### config.mk
export PLATFORM = sky130hd
export DESIGN_NAME = life_sequencer
export DESIGN_NICKNAME = d
export VERILOG_FILES = /design/src/rtl/life_sequencer.sv
export SDC_FILE = /design/constraint.sdc
export NUM_CORES = 1
export LEC_CHECK = 0
export ABC_CLOCK_PERIOD_IN_PS = 3250
export BUFFER_PORTS_ARGS = -buffer_cell sky130_fd_sc_hd__clkbuf_2
export CAP_MARGIN = 20
export CORE_AREA = 2 2 81 83
export DETAILED_ROUTE_END_ITERATION = 12
export DIE_AREA = 0 0 83 85
export PLACE_DENSITY = 0.72
export RECOVER_POWER = 100
export SYNTH_ARGS = -nofsm -noshare
export SYNTH_HDL_FRONTEND = slang
export SYNTH_SLANG_ARGS = --single-unit
### constraint.sdc
create_clock -name clk -period 3.25 [get_ports clk]
set_input_delay 0.4875 -clock clk [delete_from_list [all_inputs] [get_ports clk]]
set_output_delay 0.4875 -clock clk [all_outputs]
set_load 0.02 [all_outputs]
### src/rtl/life_sequencer.sv
// Sequences the Life engines: a generation timer or step request waits for the vsync window,
// then runs INIT (reseed) or UPDATE followed by COPY. Optional phase watchdog: LIFE_SEQ_WATCHDOG_EN.
//
// state   | meaning
// IDLE    | counting toward the next generation, or waiting for a step request
// WAIT_VS | generation due, holding until the vsync window opens
// INIT    | board reseed engine running
// UPDATE  | next-generation compute engine running
// COPY    | new generation being copied back to the display board
module life_sequencer #(
  parameter int unsigned CLOCK_FREQ  = 24000000,
  parameter int unsigned WDOG_CYCLES = 32768
) (
  input  logic        clk,
  input  logic        rst_n,
  input  logic        run,
  input  logic        step,
  input  logic        randomize,
  input  logic [1:0]  speed,
  input  logic        vsync,
  input  logic        init_done,
  input  logic        update_done,
  input  logic        copy_done,
  output logic        init_start,
  output logic        update_start,
  output logic        copy_start,
  output logic        busy,
  output logic [2:0]  state,
  output logic [15:0] gen_count,
  output logic        error
);

  typedef enum logic [2:0] {
    ST_IDLE    = 3'd0,
    ST_WAIT_VS = 3'd1,
    ST_INIT    = 3'd2,
    ST_UPDATE  = 3'd3,
    ST_COPY    = 3'd4
  } state_e;

  localparam logic [31:0] INTERVAL_2HZ  = 32'(CLOCK_FREQ / 32'd2);
  localparam logic [31:0] INTERVAL_5HZ  = 32'(CLOCK_FREQ / 32'd5);
  localparam logic [31:0] INTERVAL_10HZ = 32'(CLOCK_FREQ / 32'd10);
  localparam logic [31:0] INTERVAL_20HZ = 32'(CLOCK_FREQ / 32'd20);

  state_e      state_q, state_d;
  logic [31:0] timer_q, timer_d;
  logic [15:0] gen_count_q, gen_count_d;
  logic        first_q, first_d;
  logic [31:0] interval;
  logic [31:0] limit;

  // Rate is decoded live so a speed change lands on the very next comparison.
  always_comb begin
    interval = INTERVAL_2HZ;
    case (speed)
      2'd0:    interval = INTERVAL_2HZ;
      2'd1:    interval = INTERVAL_5HZ;
      2'd2:    interval = INTERVAL_10HZ;
      default: interval = INTERVAL_20HZ;
    endcase
  end

  assign limit = (interval == 32'd0) ? 32'd0 : interval - 32'd1;

`ifdef LIFE_SEQ_WATCHDOG_EN
  logic [31:0] phase_cnt_q, phase_cnt_d;
  logic        error_q, error_d;
  logic        in_phase;
  logic        wdog_hit;

  assign in_phase = (state_q == ST_INIT) || (state_q == ST_UPDATE) || (state_q == ST_COPY);
  assign wdog_hit = in_phase && (phase_cnt_q >= WDOG_CYCLES - 32'd1);
`endif

  always_comb begin
    state_d     = state_q;
    timer_d     = timer_q;
    gen_count_d = gen_count_q;
`ifdef LIFE_SEQ_WATCHDOG_EN
    error_d     = error_q;
`endif

    case (state_q)
      ST_IDLE: begin
        if (run) begin
          if (timer_q >= limit) begin
            state_d = ST_WAIT_VS;
            timer_d = 32'd0;
          end else begin
            timer_d = timer_q + 32'd1;
          end
        end else begin
          timer_d = 32'd0;
          if (step) state_d = ST_WAIT_VS;
        end
      end
      ST_WAIT_VS: begin
        if (vsync) state_d = randomize ? ST_INIT : ST_UPDATE;
      end
      ST_INIT: begin
        if (init_done) begin
          state_d     = ST_IDLE;
          gen_count_d = 16'd0;
        end
      end
      ST_UPDATE: begin
        if (update_done) state_d = ST_COPY;
      end
      ST_COPY: begin
        if (copy_done) begin
          state_d     = ST_IDLE;
          gen_count_d = gen_count_q + 16'd1;
        end
      end
      default: state_d = ST_IDLE;
    endcase

`ifdef LIFE_SEQ_WATCHDOG_EN
    // A done accepted in the same cycle wins over the timeout.
    if (wdog_hit && (state_d == state_q)) begin
      state_d = ST_IDLE;
      error_d = 1'b1;
    end
`endif

    first_d = (state_d != state_q);
  end

  always_ff @(posedge clk) begin
    if (!rst_n) begin
      state_q     <= ST_INIT;
      timer_q     <= 32'd0;
      gen_count_q <= 16'd0;
      first_q     <= 1'b1;
    end else begin
      state_q     <= state_d;
      timer_q     <= timer_d;
      gen_count_q <= gen_count_d;
      first_q     <= first_d;
    end
  end

`ifdef LIFE_SEQ_WATCHDOG_EN
  always_comb begin
    phase_cnt_d = phase_cnt_q;
    if (state_d != state_q) begin
      phase_cnt_d = 32'd0;
    end else if (in_phase) begin
      phase_cnt_d = phase_cnt_q + 32'd1;
    end
  end

  always_ff @(posedge clk) begin
    if (!rst_n) begin
      phase_cnt_q <= 32'd0;
      error_q     <= 1'b0;
    end else begin
      phase_cnt_q <= phase_cnt_d;
      error_q     <= error_d;
    end
  end

  assign error = error_q;
`else
  assign error = 1'b0;
`endif

  // Gating with rst_n keeps the boot init_start out of the reset window itself.
  assign init_start   = rst_n && first_q && (state_q == ST_INIT);
  assign update_start = rst_n && first_q && (state_q == ST_UPDATE);
  assign copy_start   = rst_n && first_q && (state_q == ST_COPY);

  assign busy      = (state_q != ST_IDLE);
  assign state     = state_q;
  assign gen_count = gen_count_q;

endmodule

# Yosys cells after proc, flatten, opt, wreduce, memory -nomap -nowiden
# Cells that the tools add are included.
# Widths: inputs -> output; s select.
[totals]
reg_bits = 52
output_inout_bits = 24
[op_classes]
add_sub_neg = 3
n_lt_le_gt_ge = 1
n_eq_ne = 9
n_mux = 16
reduce_logical = 10
[ops]
columns = ["cell", "count"]
rows = [
  ["$mux 32", 3],
  ["$pmux 24 s3", 1],
  ["$add 32x1->32 const B", 1],
  ["$ge 32x32->1", 1],
  ["$logic_not 32->1", 1],
  ["$mux 16", 2],
  ["$pmux 16 s2", 1],
  ["$sub 32x1->32 const B", 1],
  ["$mux 3", 7],
  ["$add 16x1->16 const B", 1],
  ["$pmux 3 s5", 1],
  ["$eq 3x2->1 const B", 2],
  ["$logic_and 1x1->1", 4],
  ["$ne 2x2->1 const B", 2],
  ["$eq 3x1->1 const B", 1],
  ["$eq 3x3->1 const B", 1],
  ["$logic_not 3->1", 1],
  ["$ne 3x3->1", 1],
  ["$reduce_and 3->1", 1],
  ["$reduce_bool 3->1", 1],
  ["$eq 2x1->1 const B", 1],
  ["$eq 2x2->1 const B", 1],
  ["$logic_not 2->1", 1],
  ["$reduce_bool 2->1", 1],
  ["$mux 1", 1],
]

# Logic depth before layout (Yosys ltp)
[logic_depth]
ltp_word = 9
ltp_mapped = 13
mapped_depth_nobuf = 12

# Least setup slack after synthesis
# OpenSTA, ideal clock, no wires.
[synth_timing]
kind = "input port to flip-flop"
start = "input port speed[1]"
end = "register timer_q[10]"
setup_time_ns = 0.122
arrival_time_ns = 2.604
slack_ns = 0.524
cell_stages = 11
path_buffers = 1
path_cell_list = "inv_1 ha_1 inv_1 ha_1 nand3_1 or3b_1 o221a_1 o21a_4 and3_4 buf_6 a221o_1"
[synth_between]
elab_chain_cells = 7
elab_cells_between_ends = 10
[synth_rtl]
columns = ["element", "line", "source"]
rows = [
  ["start: declaration", "19", "input logic [1:0] speed,"],
  ["$eq 2x2->1, or another cell as far along", "56", "case (speed)"],
  ["$pmux 24 s3 (*)", "56", ""],
  ["$sub 32x1->32 or $logic_not 32->1 (tied branches)", "64", "assign limit = (interval == 32'd0) ? 32'd0 : interval - 32'd1;"],
  ["$mux 32 (*)", "64", ""],
  ["$ge 32x32->1 (*)", "87", "if (timer_q >= limit) begin"],
  ["$mux 32 (*)", "87", ""],
  ["$mux 32 (*)", "86", "if (run) begin"],
  ["end signal: assignment", "138", "timer_q <= timer_d;"],
  ["end: declaration", "47", "logic [31:0] timer_q, timer_d;"],
]
# Every way passes the cells marked *; elsewhere a longest branch is shown, timed or not.
# A chain may end at the register's enable or synchronous reset.

# Worst setup path in the final report
[layout_timing]
start = "input port speed[0]"
end = "register timer_q[7]"
# Same word-level chain as after synthesis.

==> summary.md <==
| Metric | Value |
|---|---|
| Status | finished clean |
| Worst-path maximum fanout | 8 |
| Max Freq | 0.346 GHz |
| Die Area | 7060 um^2 |
| DR vias/cell | 6.01 |
| Hold Worst Slack | 0.469 ns |
| Setup violators final | 0 |
| Required time of the critical path | 3.48 ns |
| Post-synthesis adder-cell area fraction | 8.44% |
| DR DRC count | 0 |
| Combinational family with the most area after synthesis | simple AND/OR/NAND/NOR gates |
| Rows | 29 |
| Top Layer Used | met4 |
| FFs w/ async S/R, synth | 0% |
| Synthesized area | 3080 um^2 |
| Antenna Nets Post-Route | 0 |
| Net Count, Synth | 397 |
| Core Area | 6200 um^2 |
| Arrival time worst endpoint | 3.12 ns |
| Final hold violations | 0 |
| Period utilisation layout | 88.9% |
| Slew HR | 47.7% |
| Sink Count | 52 |
| Die height | ~85 um |
| Num CTS Buffers | 5 |
| Number of gates resized after CTS | 0 |
| Post CTS Setup Buffer Count | 0 |
| Vias in the first global route | 2649 |
| Share of cells above drive strength 1 | 6.53% |
| Area leader, netlist | dfxtp_1 |
| GRT Total Usage | 20.3% |
| Number of synthesized flops with an enable pin | 0 |
| Worst Reg-to-Reg Cells | 8 |
| Met2 WL post-DR | 3.40 mm |
| PwrDens | 345 nW/um^2 |
| Worst Clk Skew | 0.0107 ns |
| Synth cell count leaders | dfxtp_1, nand2_1, nor2_1, nand3_1, ha_1 |
| Max-Cap Viols | 0 |
| Final setup TNS | 0 ns |
| Met1 WL | 3.42 mm |
| WL/cell | 15.2 um |
| Post-synthesis mux area share | less than 1% |
| Clock root buffer | clkbuf_8 |
| Critical path type | in -> reg |
| Design area | 3370 um^2 |
| Worst VDD drop | 273 uV |
| Largest net degree at the start of global routing | 25 |
| RD Place Congestion | around 0.91 |
| Startpoint types | input port |
| Detailed placement HPWL | 5.27 mm |
| # IOs | 35 |
| Synth top area share | 33.8% |
| Syn-to-layout area delta | 9.25% |
| Setup repair after global routing missed its margin | false |
| Initial antenna violation count | 0 |
| Met3 WL | 253 um |
| Final #Nets | roughly 430 |
| CP max-delay cell | or4_1 |
| Number of I/O port buffers | 33 |
| Inst Count DP | 466 |
| Post-CTS Hold Fix Bufs | 0 |
| Placed cell area | 3330 um^2 |
| CTS tree | yes |
| Main synth FF type | dfxtp_1 |
| Clock latency on the worst-skew pair | ~0.3 ns |
| Main area contributors after synthesis | dfxtp_1, ha_1, nand2_1 |
| CP max stage delay | around 0.53 ns |
| Hold Crit Start | timer_q[30] |
| Finished Core Util | 54.3% |
| Fin cells | 475 |
| Worst Hold End | timer_q[30] |
| Setup crit end kind | register |
| Critical Path, Cell by Cell | clkbuf_1, inv_1, ha_1, maj3_1, a211o_1, a221oi_4, o21ai_0, clkbuf_2, or4_1, o211ai_1 |
| Initial DRC count | 200 |
| Reg2reg start | timer_q[16] |
| Global-route wire length before repair | 12.1 mm |
| Least-Margin Pin Slew | 0.785 ns |
| Tmin final | about 2.9 ns |
| Post-Synth XOR/XNOR Area | 5.11% |
| Die W | just over 80 um |
| Synth Area in Simple Gates | between 20 and 30% |
| Min-Delay Path Class | reg -> reg |
| ANT cells | 0 |
| Pins Over Slew Limit | 0 |
| R2R Setup Slk | between 0.5 and 0.6 ns |
| Hold Path Cell Cnt | 1 |
| Initial core utilization | 49.7% |
| Compound-Gate Fraction of Synth Area | 18.7% |
| Setup WS pre-CTS | slightly above 0.2 ns |
| Clock buffer depth | 2 |
| Clock-pin transition on the worst setup and hold timing paths | 0.10 ns |
| Final setup margin | 0.359 ns |
| Number of H-tree levels | 2 |
| YS warnings | 0 |
| Top-count cell post-synth | dfxtp_1 |
| Final total power | 1.16 mW |
| Leak pwr | 1.36 nW |
| Post-Syn Area per Cell | 8.42 um^2 |
| Flops & latches, synth | 52 |
| Detailed Route WL | roughly 7.2 mm |
| Grt ovf | 0 |
| 1st-pass router iterations | 4 |
| Sequential area share after synthesis | 33.8% |
| Vias | 2855 |
| Cell count after synthesis | 366 |
| R2r endpoint | timer_q[7] |
| Synth unique cells | 54 |
power by group:
group / total, mW / switching, mW / internal [mW] / leakage, nW
clock network: 0.383 / 0.209 / 0.174 / 0.0445
logic: 0.128 / 0.0888 / 0.0395 / 0.893
registers: 0.651 / 0.00854 / 0.643 / 0.420
total: 1.16 / 0.307 / 0.856 / 1.36
placed cells by master (no fill, tap or decap), types with 12 or more instances in the layout:
| cell | count |
|---|---|
| and3_1 | 16 |
| clkbuf_1 | 31 |
| dfxtp_1 | 52 |
| ha_1 | 20 |
| inv_1 | 12 |
| nand2_1 | 33 |
| nand3_1 | 24 |
| nand4_1 | 15 |
| nor2_1 | 32 |
| nor3_1 | 19 |
| xor2_1 | 13 |
registers in the layout, summed over array words and instances, names as in the netlist:
signal,flops
gen_count,16
state,3
timer_q,32
first_q,1
final cells by class:
| cell class | instances | area (um^2) |
|---|---|---|
| inverters | 12 | 45.0 |
| repair buffers | 43 | 185 |
| clock inverters | 1 | 7.51 |
| fillers | 614 | 2840 |
| flip-flops and latches | 52 | 1040 |
| clock buffers | 7 | 86.3 |
| multi-input cells | 283 | 1910 |
| well taps | 77 | 96.3 |
cell families after synthesis:
kind of cell    Yosys count
other cells               1
simple gates            173
compound gates           69
mux                       1
fa+ha+maj                21
buf+inv                  31
flops                    52
xor+xnor                 18
per-layer routing:
layer / vias to the layer above / GRT usage, %
met5: - / 0
met2: 61 / 33.0
li1: 1426 / -
met1: 1356 / 27.3
met3: 12 / 3.02
met4: 0 / 7.90
worst max-delay path: cells and delay by family:
kind                       cells  cell delay (ns)
AOI/OAI and AO/OA              4             0.90
buffers and inverters          3             0.49
and+or+nand+nor                1             0.53
adders and majority gates      2             0.71
worst max-delay path by stage:
stage	slack (ns)	depth (start not counted)	start	to
floorplan	0.52	11	speed[1]	timer_q[10]
global placement	0.30	11	speed[1]	timer_q[14]
detailed placement	0.20	13	speed[1]	timer_q[19]
CTS	0.52	13	speed[0]	timer_q[19]
global route	0.19	10	speed[0]	timer_q[7]
finish	0.36	10	speed[0]	timer_q[7]
Power figures use the tool's default switching activity.
